==> config.mk <==
export PLATFORM = sky130hd
export DESIGN_NAME = seg7_scan
export DESIGN_NICKNAME = d
export VERILOG_FILES = /design/src/rtl/seg7_scan.sv
export SDC_FILE = /design/constraint.sdc
export NUM_CORES = 1
export LEC_CHECK = 0
export BUFFER_PORTS_ARGS = -buffer_cell sky130_fd_sc_hd__buf_2
export CORE_ASPECT_RATIO = 0.8
export CORE_MARGIN = 5
export CORE_UTILIZATION = 60
export CTS_BUF_LIST = sky130_fd_sc_hd__clkbuf_2 sky130_fd_sc_hd__clkbuf_4 sky130_fd_sc_hd__clkbuf_8
export CTS_CLUSTER_DIAMETER = 120
export DETAILED_ROUTE_END_ITERATION = 12
export PLACE_DENSITY = 0.86
export SLEW_MARGIN = 10
export SYNTH_ARGS = -nofsm -noshare
export SYNTH_HDL_FRONTEND = slang
export SYNTH_SLANG_ARGS = --single-unit
==> constraint.sdc <==
create_clock -name clk -period 6.9 [get_ports clk]
set_input_delay 0.345 -clock clk [delete_from_list [all_inputs] [get_ports clk]]
set_output_delay 0.345 -clock clk [all_outputs]
set_load 0.02 [all_outputs]
==> src/rtl/seg7_scan.sv <==
// Eight-digit multiplexed 7-segment scanner: one digit per tick with a one-cycle blank gap,
// and the display value captured once per frame on the 7->0 wrap.
module seg7_scan (
  input  logic        clk,
  input  logic        rst_n,
  input  logic        tick,
  input  logic [31:0] data,
  input  logic [7:0]  dp_mask,
  input  logic [7:0]  en_mask,
  output logic [7:0]  an,
  output logic [6:0]  seg,
  output logic        dp
);

  typedef enum logic {ST_DRIVE, ST_BLANK} state_t;

  state_t      r_st, w_st_nxt;
  logic [2:0]  r_idx, w_idx_nxt;
  logic [31:0] r_sh_data, w_sh_data_nxt;
  logic [7:0]  r_sh_dp, w_sh_dp_nxt;
  logic [7:0]  r_sh_en, w_sh_en_nxt;
  logic [7:0]  r_an, w_an_nxt;
  logic [6:0]  r_seg, w_seg_nxt;
  logic        r_dp, w_dp_nxt;

  logic [2:0]  w_new_idx;
  logic        w_wrap;
  logic [31:0] w_src_data;
  logic [7:0]  w_src_dp;
  logic [3:0]  w_nib;

  function automatic logic [6:0] hex2seg(input logic [3:0] h);
    case (h)
      4'h0: hex2seg = 7'h40;
      4'h1: hex2seg = 7'h79;
      4'h2: hex2seg = 7'h24;
      4'h3: hex2seg = 7'h30;
      4'h4: hex2seg = 7'h19;
      4'h5: hex2seg = 7'h12;
      4'h6: hex2seg = 7'h02;
      4'h7: hex2seg = 7'h78;
      4'h8: hex2seg = 7'h00;
      4'h9: hex2seg = 7'h10;
      4'hA: hex2seg = 7'h08;
      4'hB: hex2seg = 7'h03;
      4'hC: hex2seg = 7'h46;
      4'hD: hex2seg = 7'h21;
      4'hE: hex2seg = 7'h06;
      default: hex2seg = 7'h0E;
    endcase
  endfunction

  assign w_new_idx  = r_idx + 3'd1;
  assign w_wrap     = (r_idx == 3'd7);
  // Digit 0 decodes from the live inputs because the shadows load on the same edge.
  assign w_src_data = w_wrap ? data    : r_sh_data;
  assign w_src_dp   = w_wrap ? dp_mask : r_sh_dp;
  assign w_nib      = w_src_data[{w_new_idx, 2'b00} +: 4];

  always_comb begin
    w_st_nxt      = r_st;
    w_idx_nxt     = r_idx;
    w_sh_data_nxt = r_sh_data;
    w_sh_dp_nxt   = r_sh_dp;
    w_sh_en_nxt   = r_sh_en;
    w_an_nxt      = r_an;
    w_seg_nxt     = r_seg;
    w_dp_nxt      = r_dp;
    case (r_st)
      ST_DRIVE: begin
        if (tick) begin
          w_idx_nxt = w_new_idx;
          w_an_nxt  = 8'hFF;
          w_seg_nxt = hex2seg(w_nib);
          w_dp_nxt  = ~w_src_dp[w_new_idx];
          w_st_nxt  = ST_BLANK;
          if (w_wrap) begin
            w_sh_data_nxt = data;
            w_sh_dp_nxt   = dp_mask;
            w_sh_en_nxt   = en_mask;
          end
        end
      end
      ST_BLANK: begin
        w_an_nxt = r_sh_en[r_idx] ? ~(8'b1 << r_idx) : 8'hFF;
        w_st_nxt = ST_DRIVE;
      end
      default: w_st_nxt = ST_DRIVE;
    endcase
  end

  always_ff @(posedge clk) begin
    if (!rst_n) begin
      r_st      <= ST_DRIVE;
      r_idx     <= 3'd7;
      r_sh_data <= 32'h0;
      r_sh_dp   <= 8'h0;
      r_sh_en   <= 8'h0;
      r_an      <= 8'hFF;
      r_seg     <= 7'h7F;
      r_dp      <= 1'b1;
    end else begin
      r_st      <= w_st_nxt;
      r_idx     <= w_idx_nxt;
      r_sh_data <= w_sh_data_nxt;
      r_sh_dp   <= w_sh_dp_nxt;
      r_sh_en   <= w_sh_en_nxt;
      r_an      <= w_an_nxt;
      r_seg     <= w_seg_nxt;
      r_dp      <= w_dp_nxt;
    end
  end

  assign an  = r_an;
  assign seg = r_seg;
  assign dp  = r_dp;

endmodule

* Word-level counts from Yosys, hierarchy flattened *
Memories as Yosys holds them, arrays and structs flattened. A register that Yosys moved wholly into a read port is not among the register bits.
Index checks and enable logic that the tools add are counted.

storage, ports and cells
  output and inout port bits = 16
  bits in read-only memories = 112
  bits of input ports = 51
  memories = 1
  logic and storage cells = 32
  register bits = 61

memory list
  memory           depth  bits a word  rd ports  clocked after memory_dff  write ports  RTL line  RTL
  (no name shown)  16     7            1         1                         0            33        case (h)

operators by class
  add/subtract/negate cells = 1
  equality and inequality tests = 2
  reduce and logical (&&, ||, !) cells = 3
  multiplexer cells = 11
  shift operators = 2
  $lt $le $gt $ge = 2
  bitwise logic cells = 3

operators by type and width
  operator                                                                      number
  32-bit two-way mux                                                            1
  32-bit by 6-bit indexed part select with 4-bit output                         1
  8-bit two-way mux                                                             3
  8-bit one-hot mux with 2 select lines                                         1
  3-bit by 4-bit less-than comparator with 1-bit output, second input constant  2
  8-bit NOT                                                                     1
  1-bit by 3-bit << shifter with 8-bit output, first input constant             1
  1-bit binary-select mux with 3-bit select                                     2
  3-bit by 1-bit adder with 3-bit output, second input constant                 1
  3-bit equality test, second input constant                                    1
  1-bit two-way mux                                                             3
  3-bit AND reduction                                                           1
  2-bit inequality test, second input constant                                  1
  1-bit NOT                                                                     2
  1-bit one-hot mux with 2 select lines                                         1
  2-bit AND reduction                                                           1
  1-bit zero test                                                               1

* Logic depth before layout (Yosys ltp) *
Gate-level depths: netlist of run 1.

  word-level depth = 5
  mapped depth = 12
  gate-level depth less buffers = 10

* Worst setup path before layout of run 1 *
Ideal clock, no wire load.

  kind = flip-flop to flip-flop
  start = register r_idx[1]
  end = register r_seg[5], in the netlist seg[5]
  setup slack = 3924 ps
  data required time = 6778 ps
  library setup time = 122 ps
  data arrival time = 2854 ps
  path buffers = 2
  cell stages (with the launch flop) = 11
  clock period less this slack = 2976 ps
  cells stage by stage = dfxtp_1 -> ha_1 -> ha_1 -> buf_6 -> buf_2 -> mux4_2 -> mux4_2 -> ha_1 -> nand2b_1 -> o2bb2ai_1 -> a221o_1

between the ends
  cells in the longest elaborated chain, start to end = 3
  elaborated cells between the ends (all ways) = 4
  those cells by class = 1 x add/sub; 1 x eq/ne; 1 x shift; 1 x mux

RTL lines
  what                                                                                            RTL line  RTL
  start: declaration                                                                              18        logic [2:0] r_idx, w_idx_nxt;
  start signal: assignment                                                                        104       r_idx <= w_idx_nxt;
  parallel branches: the longest is 2 deep, another holds 3-bit by 1-bit adder with 3-bit output  n/a
  32-bit by 6-bit indexed part select with 4-bit output (*)                                       58        assign w_nib = w_src_data[{w_new_idx, 2'b00} +: 4];
  end: declaration                                                                                23        logic [6:0] r_seg, w_seg_nxt;

Mark *: on every way between the ends.
A chain may end at the register's enable or synchronous reset.

* Worst setup path after layout of run 1 *
  start = register r_idx[0]
  end = register r_seg[0], in the netlist seg[0]

The elaborated chain is that of the path after synthesis.

==> results of run 1 <==
[stage by stage]
stage | power (mW) | instance area, um^2
3_5_place_dp | 0.7522 | 3681
2_1_floorplan | 0.6865 | 3358
4_1_cts | 1.046 | 3857
3_3_place_gp | 0.7415 | 3681
6_report | 1.039 | 3857
5_1_grt | 1.098 | 3857
[logic make-up (layout without fill, tap and decap cells)]
logic type / Yosys count / after routing / synth area share [%]
buffers and inverters: 37 / 94 / 4.918
AOI/OAI and AO/OA: 77 / 77 / 13.64
xor gates and xnor gates: 1 / 1 / 0.2609
DFF: 68 / 68 / 40.54
adders and majority gates: 12 / 12 / 4.471
and+or+nand+nor: 138 / 138 / 16.43
muxes: 32 / 32 / 19.75
[synthesized netlist by cell type]
| master | n |
|---|---|
| mux4_2 | 23 |
| nor3_1 | 4 |
| buf_1 | 3 |
| mux2_4 | 1 |
| mux4_1 | 3 |
| o32ai_1 | 6 |
| o21ai_2 | 1 |
| mux2_2 | 1 |
| o2bb2ai_1 | 2 |
| a22o_1 | 3 |
| nand2b_1 | 3 |
| and3_1 | 2 |
| o21ai_0 | 3 |
| mux2i_1 | 4 |
| o21ai_1 | 1 |
| nand2_1 | 117 |
| a2111o_1 | 1 |
| o31ai_1 | 1 |
| buf_6 | 3 |
| a21oi_1 | 53 |
| o211ai_1 | 3 |
| clkbuf_1 | 20 |
| nand3_1 | 3 |
| nor2_1 | 4 |
| dfxtp_1 | 68 |
| nor2b_1 | 3 |
| inv_1 | 8 |
| a31oi_1 | 1 |
| and2_1 | 2 |
| buf_2 | 3 |
| a221o_1 | 2 |
| ha_1 | 12 |
| xnor2_1 | 1 |
[worst min-delay path by stage]
stage               cells after the start  slack [ps]                         end                  startpoint
floorplan                               1         420          an[3]$_SDFFE_PN1P_                       rst_n
global placement                        2         440  r_sh_data[22]$_SDFFE_PN0P_  r_sh_data[22]$_SDFFE_PN0P_
detailed placement                      2         440     r_sh_en[3]$_SDFFE_PN0P_     r_sh_en[3]$_SDFFE_PN0P_
CTS                                     3         210     r_sh_en[0]$_SDFFE_PN0P_                  en_mask[0]
global route                            3         220     r_sh_en[4]$_SDFFE_PN0P_                  en_mask[4]
finish                                  3         240     r_sh_en[0]$_SDFFE_PN0P_                  en_mask[0]
[area by class of cell]
cell class                 count  share of cell area [%]
clock buffer                  10                   3.568
clock inverter                 6                   1.006
inverter                       8                  0.7785
multi-input combinational    260                   47.49
sequential                    68                   35.29
tap                           78                   2.530
timing repair buffer          70                   9.342
[worst register-to-register path, cell delays in order, from the launching register on]
cell and delay, ps:
dfxtp_1 970, ha_1 310, ha_1 150, buf_4 320, mux4_2 550, mux4_2 560, inv_1 160, ha_1 290
mux2i_1 110, mux2_2 270, o21ai_0 130
[registers in the layout, indices dropped and copies added, names as in the netlist]
| name | flops |
|---|---|
| an | 8 |
| dp | 1 |
| r_idx | 3 |
| r_sh_data | 32 |
| r_sh_dp | 8 |
| r_sh_en | 8 |
| r_st | 1 |
| seg | 7 |
[per-layer routing]
metal | track usage (%) | up-vias | wire length [um]
met5 | 0 | - | 0
met4 | 7.359 | 0 | 78
met3 | 8.121 | 8 | 686
met2 | 32.26 | 118 | 3492
met1 | 28.94 | 1336 | 3367
li1 | - | 1382 | -
[power by group through the flow]
stage / Clock (mW) / Combinational [mW] / Sequential (mW)
6_report: 0.292 / 0.304 / 0.444
5_1_grt: 0.320 / 0.330 / 0.448
4_1_cts: 0.300 / 0.303 / 0.443
3_5_place_dp: 0 / 0.300 / 0.452
3_3_place_gp: 0 / 0.291 / 0.451
2_1_floorplan: 0 / 0.234 / 0.453
==> reports/metrics.yaml, run 1 <==
outcome: "completed"
htreeDepth: 3
rows: 24
finalHoldViolCount: 0
nNetsFinal: 480
antenna_left: 0
regArea_mm2: 0.001361
dieHeight_um: 76.92
r2r-start: "r_idx[0]$_SDFFE_PN1P_"
syn_inst: 365
finalCritPeriodShare_pct: 56.43
critPathCaptureType: "flop"
p_int_mw: 0.7004
synth_area_leaders: "dfxtp_1, mux4_2, nand2_1"
cts_buffers: 9
design.core.area_mm2: 0.005435
crit_arrival_ps: 4160
clock_skew_ps: 4.731
post-route-drc-count: 0
cts_tree: "yes"
maxSlewViolCount: 0
crit_type: "reg -> reg"
timing.fmax_ghz: 0.2568
cp.required_ps: 7170
synth_area_mm2: 0.003358
drt_iter0_markers: 224
setup_viol: 0
vdd_drop_max_uv: 177.2
clock_path_buffers: 2
ys_ff_latch: 68
layout_common_cells: "nand2_1, dfxtp_1, buf_2"
worst_slack_ps: 3006
synth.avg_cell_area_um2: 9.201
switching_share_pct: 32.62
synthDistinctLibCells: 33
timing.critical_path.mode_cell: "ha_1"
drt_first_pass_iters: 5
port_buffers: 66
total_switching_power_mw: 0.3391
cts_resized: 0
place_congestion: 0.8261
wire_per_inst_um: 15.25
area_growth_pct: 14.87
synth.top_cell.area_share_pct: 40.54
fin_util_pct: 70.97
syn_nets: 428
clock-sinks: 68
grt_usage_pct: 21.62
post-place-ws_ps: 3028
fin_hold_ws_ps: 237.2
num_io_pins: 67
fin_tns_setup_ps: 0
first_global_vias: 2550
grt_pass1_wl_um: 12120
instances_no_fill: 500
layout-drive-gt1-share_pct: 26.54
clockPowerShare_pct: 28.1
yosysSeqAreaShare_pct: 40.54
diodes: 0
yosys.area.top_type: "dfxtp_1"
path_depth: 10
post_cts_buffers: 0
crit_path_end: "seg[0]$_SDFFE_PN1P_"
die_x_um: 93.65
comb_power_share_pct: 29.2
nFillCells: 433
crit_path_start_kind: "flop"
root_buffer: "clkbuf_8"
crit_path_top_delay_cell: "dfxtp_1"
routed-via-count: 2844
grt_max_degree: 44
path_cells: "ha_1 -> ha_1 -> buf_4 -> mux4_2 -> mux4_2 -> inv_1 -> ha_1 -> mux2i_1 -> mux2_2 -> o21ai_0"
crit_fanout: 23
worst_pin_slew_ps: 982.4
seqPwrFrac_pct: 42.7
wirelength_um: 7624
dp_hpwl_um: 5346
fin_crit_ps: 3894
clk_pin_slew_ps: 70
die_area_mm2: 0.007203
critical_path.startpoint: "r_idx[0]$_SDFFE_PN1P_"
timing.slew.headroom_pct: 34.41
r2r_slack_ps: 3010
cpPeakStageDelay_ps: 970
grt_overflow: 0
ys.warnings.count: 0
rsz0062_at_grt: "false"
cpLargestDelayFamily: "multiplexers"
r2r_cells: 10
hold_class: "in -> reg"
via_per_inst: 5.688
r2r_end: "seg[0]$_SDFFE_PN1P_"
ctsHoldBuffers: 0
cellLeakagePower_nw: 1.527
clk_latency_ps: 350
antenna_found_initial: 0
start_util_pct: 61.79
dpl.cell_count: 484
path_buf_inv: 2
multi_input_area_mm2: 0.001832
cap_violations: 0
p_per_area_mw_per_mm2: 269.5
final_common_cell: "nand2_1"
(Power assumes the default switching activity.)
==> inputs of run 2 (changes only) <==
--- a/config.mk
+++ b/config.mk
@@ -8,11 +8,11 @@
 export BUFFER_PORTS_ARGS = -buffer_cell sky130_fd_sc_hd__buf_2
 export CORE_ASPECT_RATIO = 0.8
 export CORE_MARGIN = 5
-export CORE_UTILIZATION = 60
+export CORE_UTILIZATION = 57
 export CTS_BUF_LIST = sky130_fd_sc_hd__clkbuf_2 sky130_fd_sc_hd__clkbuf_4 sky130_fd_sc_hd__clkbuf_8
 export CTS_CLUSTER_DIAMETER = 120
 export DETAILED_ROUTE_END_ITERATION = 12
-export PLACE_DENSITY = 0.86
+export PLACE_DENSITY = 0.82
 export SLEW_MARGIN = 10
 export SYNTH_ARGS = -nofsm -noshare
 export SYNTH_HDL_FRONTEND = slang
==> constraint.sdc (replaced) <==
create_clock -name clk -period 4 [get_ports clk]
set_input_delay 0.2 -clock clk [delete_from_list [all_inputs] [get_ports clk]]
set_output_delay 0.2 -clock clk [all_outputs]
set_load 0.02 [all_outputs]
==> run 2 against run 1 <==
- sequential cell count is the same
- utilization shrank 4.0 points
- worst hold slack lost 140 ps
- sequential power grew 70%
- sequential share of layout area shrank 0.34 points
- global-route usage grew 0.077 points
- power grew 75%
- cell count grew 1.0%
- non-clock buffer count grew 4
- clock skew grew 0.96 ps
- via count grew 0.88%
==> reports/metrics.yaml, run 2 (synthesis gave the netlist of run 1 again) <==
first_global_vias: 2612
grt_pass1_wl_um: 12620
crit_path_top_delay_cell: "ha_1"
worst_pin_slew_ps: 952.9
critPathCaptureType: "flop"
design.core.area_mm2: 0.005818
die_area_mm2: 0.007536
antenna_left: 0
post-place-ws_ps: 623.8
finalHoldViolCount: 0
crit_type: "reg -> reg"
instances_no_fill: 505
regMostFlops: "r_sh_data"
critical_path.startpoint: "r_idx[0]$_SDFFE_PN1P_"
p_per_area_mw_per_mm2: 466.6
dieHeight_um: 78.66
setup_viol: 0
worst_slack_ps: 608.2
clk_latency_ps: 340
cts_buffers: 9
switching_share_pct: 31.00
crit_arrival_ps: 3600
rows: 25
r2r-start: "r_idx[0]$_SDFFE_PN1P_"
vdd_drop_max_uv: 308.4
area_growth_pct: 15.98
routed-via-count: 2869
dp_hpwl_um: 5878
path_cells: "buf_4 -> inv_1 -> ha_1 -> mux4_1 -> mux4_2 -> mux2_4 -> mux2i_1 -> o21ai_1"
diodes: 0
post_cts_buffers: 0
grt_usage_pct: 21.69
outcome: "completed"
min_from: "en_mask[4]"
num_io_pins: 67
fin_crit_ps: 3392
ctsHoldBuffers: 0
comb_power_share_pct: 30.2
nNetsFinal: 484
antenna_found_initial: 0
final_common_cell: "nand2_1"
clock_path_buffers: 2
timing.fmax_ghz: 0.2948
cp.required_ps: 4210
dpl.cell_count: 491
largest_reg_flops: 32
cap_violations: 0
rsz0062_at_grt: "false"
r2r_slack_ps: 610
layout_common_cells: "nand2_1, dfxtp_1, buf_2"
maxSlewViolCount: 0
place_congestion: 0.9524
clock_skew_ps: 5.691
crit_fanout: 21
seqPwrFrac_pct: 41.7
wire_per_inst_um: 15.50
fin_tns_setup_ps: 0
drt_first_pass_iters: 4
clock-sinks: 68
hold_class: "in -> reg"
start_util_pct: 57.72
drt_iter0_markers: 255
total_switching_power_mw: 0.5634
grt_overflow: 0
clockPowerShare_pct: 28.2
wirelength_um: 7828
cellLeakagePower_nw: 1.548
cts_tree: "yes"
grt_max_degree: 35
layout-drive-gt1-share_pct: 26.89
clk_pin_slew_ps: 70
port_buffers: 66
die_x_um: 95.82
p_int_mw: 1.254
via_per_inst: 5.681
cts_resized: 0
timing.slew.headroom_pct: 36.40
post-route-drc-count: 0
root_buffer: "clkbuf_8"
crit_path_start_kind: "flop"
cpPeakStageDelay_ps: 640
fin_util_pct: 66.95
finalCritPeriodShare_pct: 84.80
htreeDepth: 3
==> run 2: cell types whose count changed in the layout (fill, tap and decap cells not counted), sizes merged <==
cell,change
buf,+4
inv,-1
clkinv,-3
clkinvlp,-1
clkbuf,+3
==> run 2: layout make-up <==
class,count,area [um^2]
inverters,8,30.03
flip-flops and latches,68,1361
multi-input cells,260,1832
clock buffers,13,172.7
clock inverters,1,7.507
repair buffers,74,390.4
well taps,81,101.3
fillers,495,1923
==> run 2: layer usage <==
| metal | wire, um | track usage, % | vias to the layer above | part of all wire, % |
|---|---|---|---|---|
| met1 | 3277 | 29.78 | 1344 | 42 |
| met3 | 733 | 6.034 | 13 | 9.4 |
| met2 | 3714 | 33.45 | 122 | 47 |
| met5 | 0 | 0 | - | 0 |
| li1 | - | - | 1390 | - |
| met4 | 103 | 6.250 | 0 | 1.3 |
==> run 2: critical path, delay by kind of cell, from the launching register on <==
| family | cells | cell delay (ps) |
|---|---|---|
| AOI/OAI and AO/OA | 1 | 70 |
| adders and majority gates | 1 | 640 |
| buffers and inverters | 2 | 470 |
| DFF | 1 | 350 |
| muxes | 4 | 1720 |
==> run 2: path summary, 6_finish.rpt <==
path	endpoint	depth (start not counted)
setup reg to reg	seg[3]$_SDFFE_PN1P_	8
setup / recovery	seg[3]$_SDFFE_PN1P_	8
hold reg to reg	r_sh_data[26]$_SDFFE_PN0P_	2
hold / removal	r_sh_en[4]$_SDFFE_PN0P_	3
==> run 2: metrics by stage <==
step / power [mW] / instance area, um^2 / hold slack, ps
6_report: 1.818 / 3895 / 94.92
3_3_place_gp: 1.296 / 3715 / 438.8
3_5_place_dp: 1.318 / 3715 / 444.8
5_1_grt: 1.919 / 3895 / 86.88
2_1_floorplan: 1.184 / 3358 / 276.2
4_1_cts: 1.831 / 3895 / 84.26
==> run 2: power groups by stage <==
stage / Clock (mW) / Sequential [mW] / Combinational (mW)
6_report: 0.512 / 0.757 / 0.548
5_1_grt: 0.555 / 0.762 / 0.602
4_1_cts: 0.527 / 0.757 / 0.548
3_5_place_dp: 0 / 0.772 / 0.546
3_3_place_gp: 0 / 0.769 / 0.527
2_1_floorplan: 0 / 0.781 / 0.403
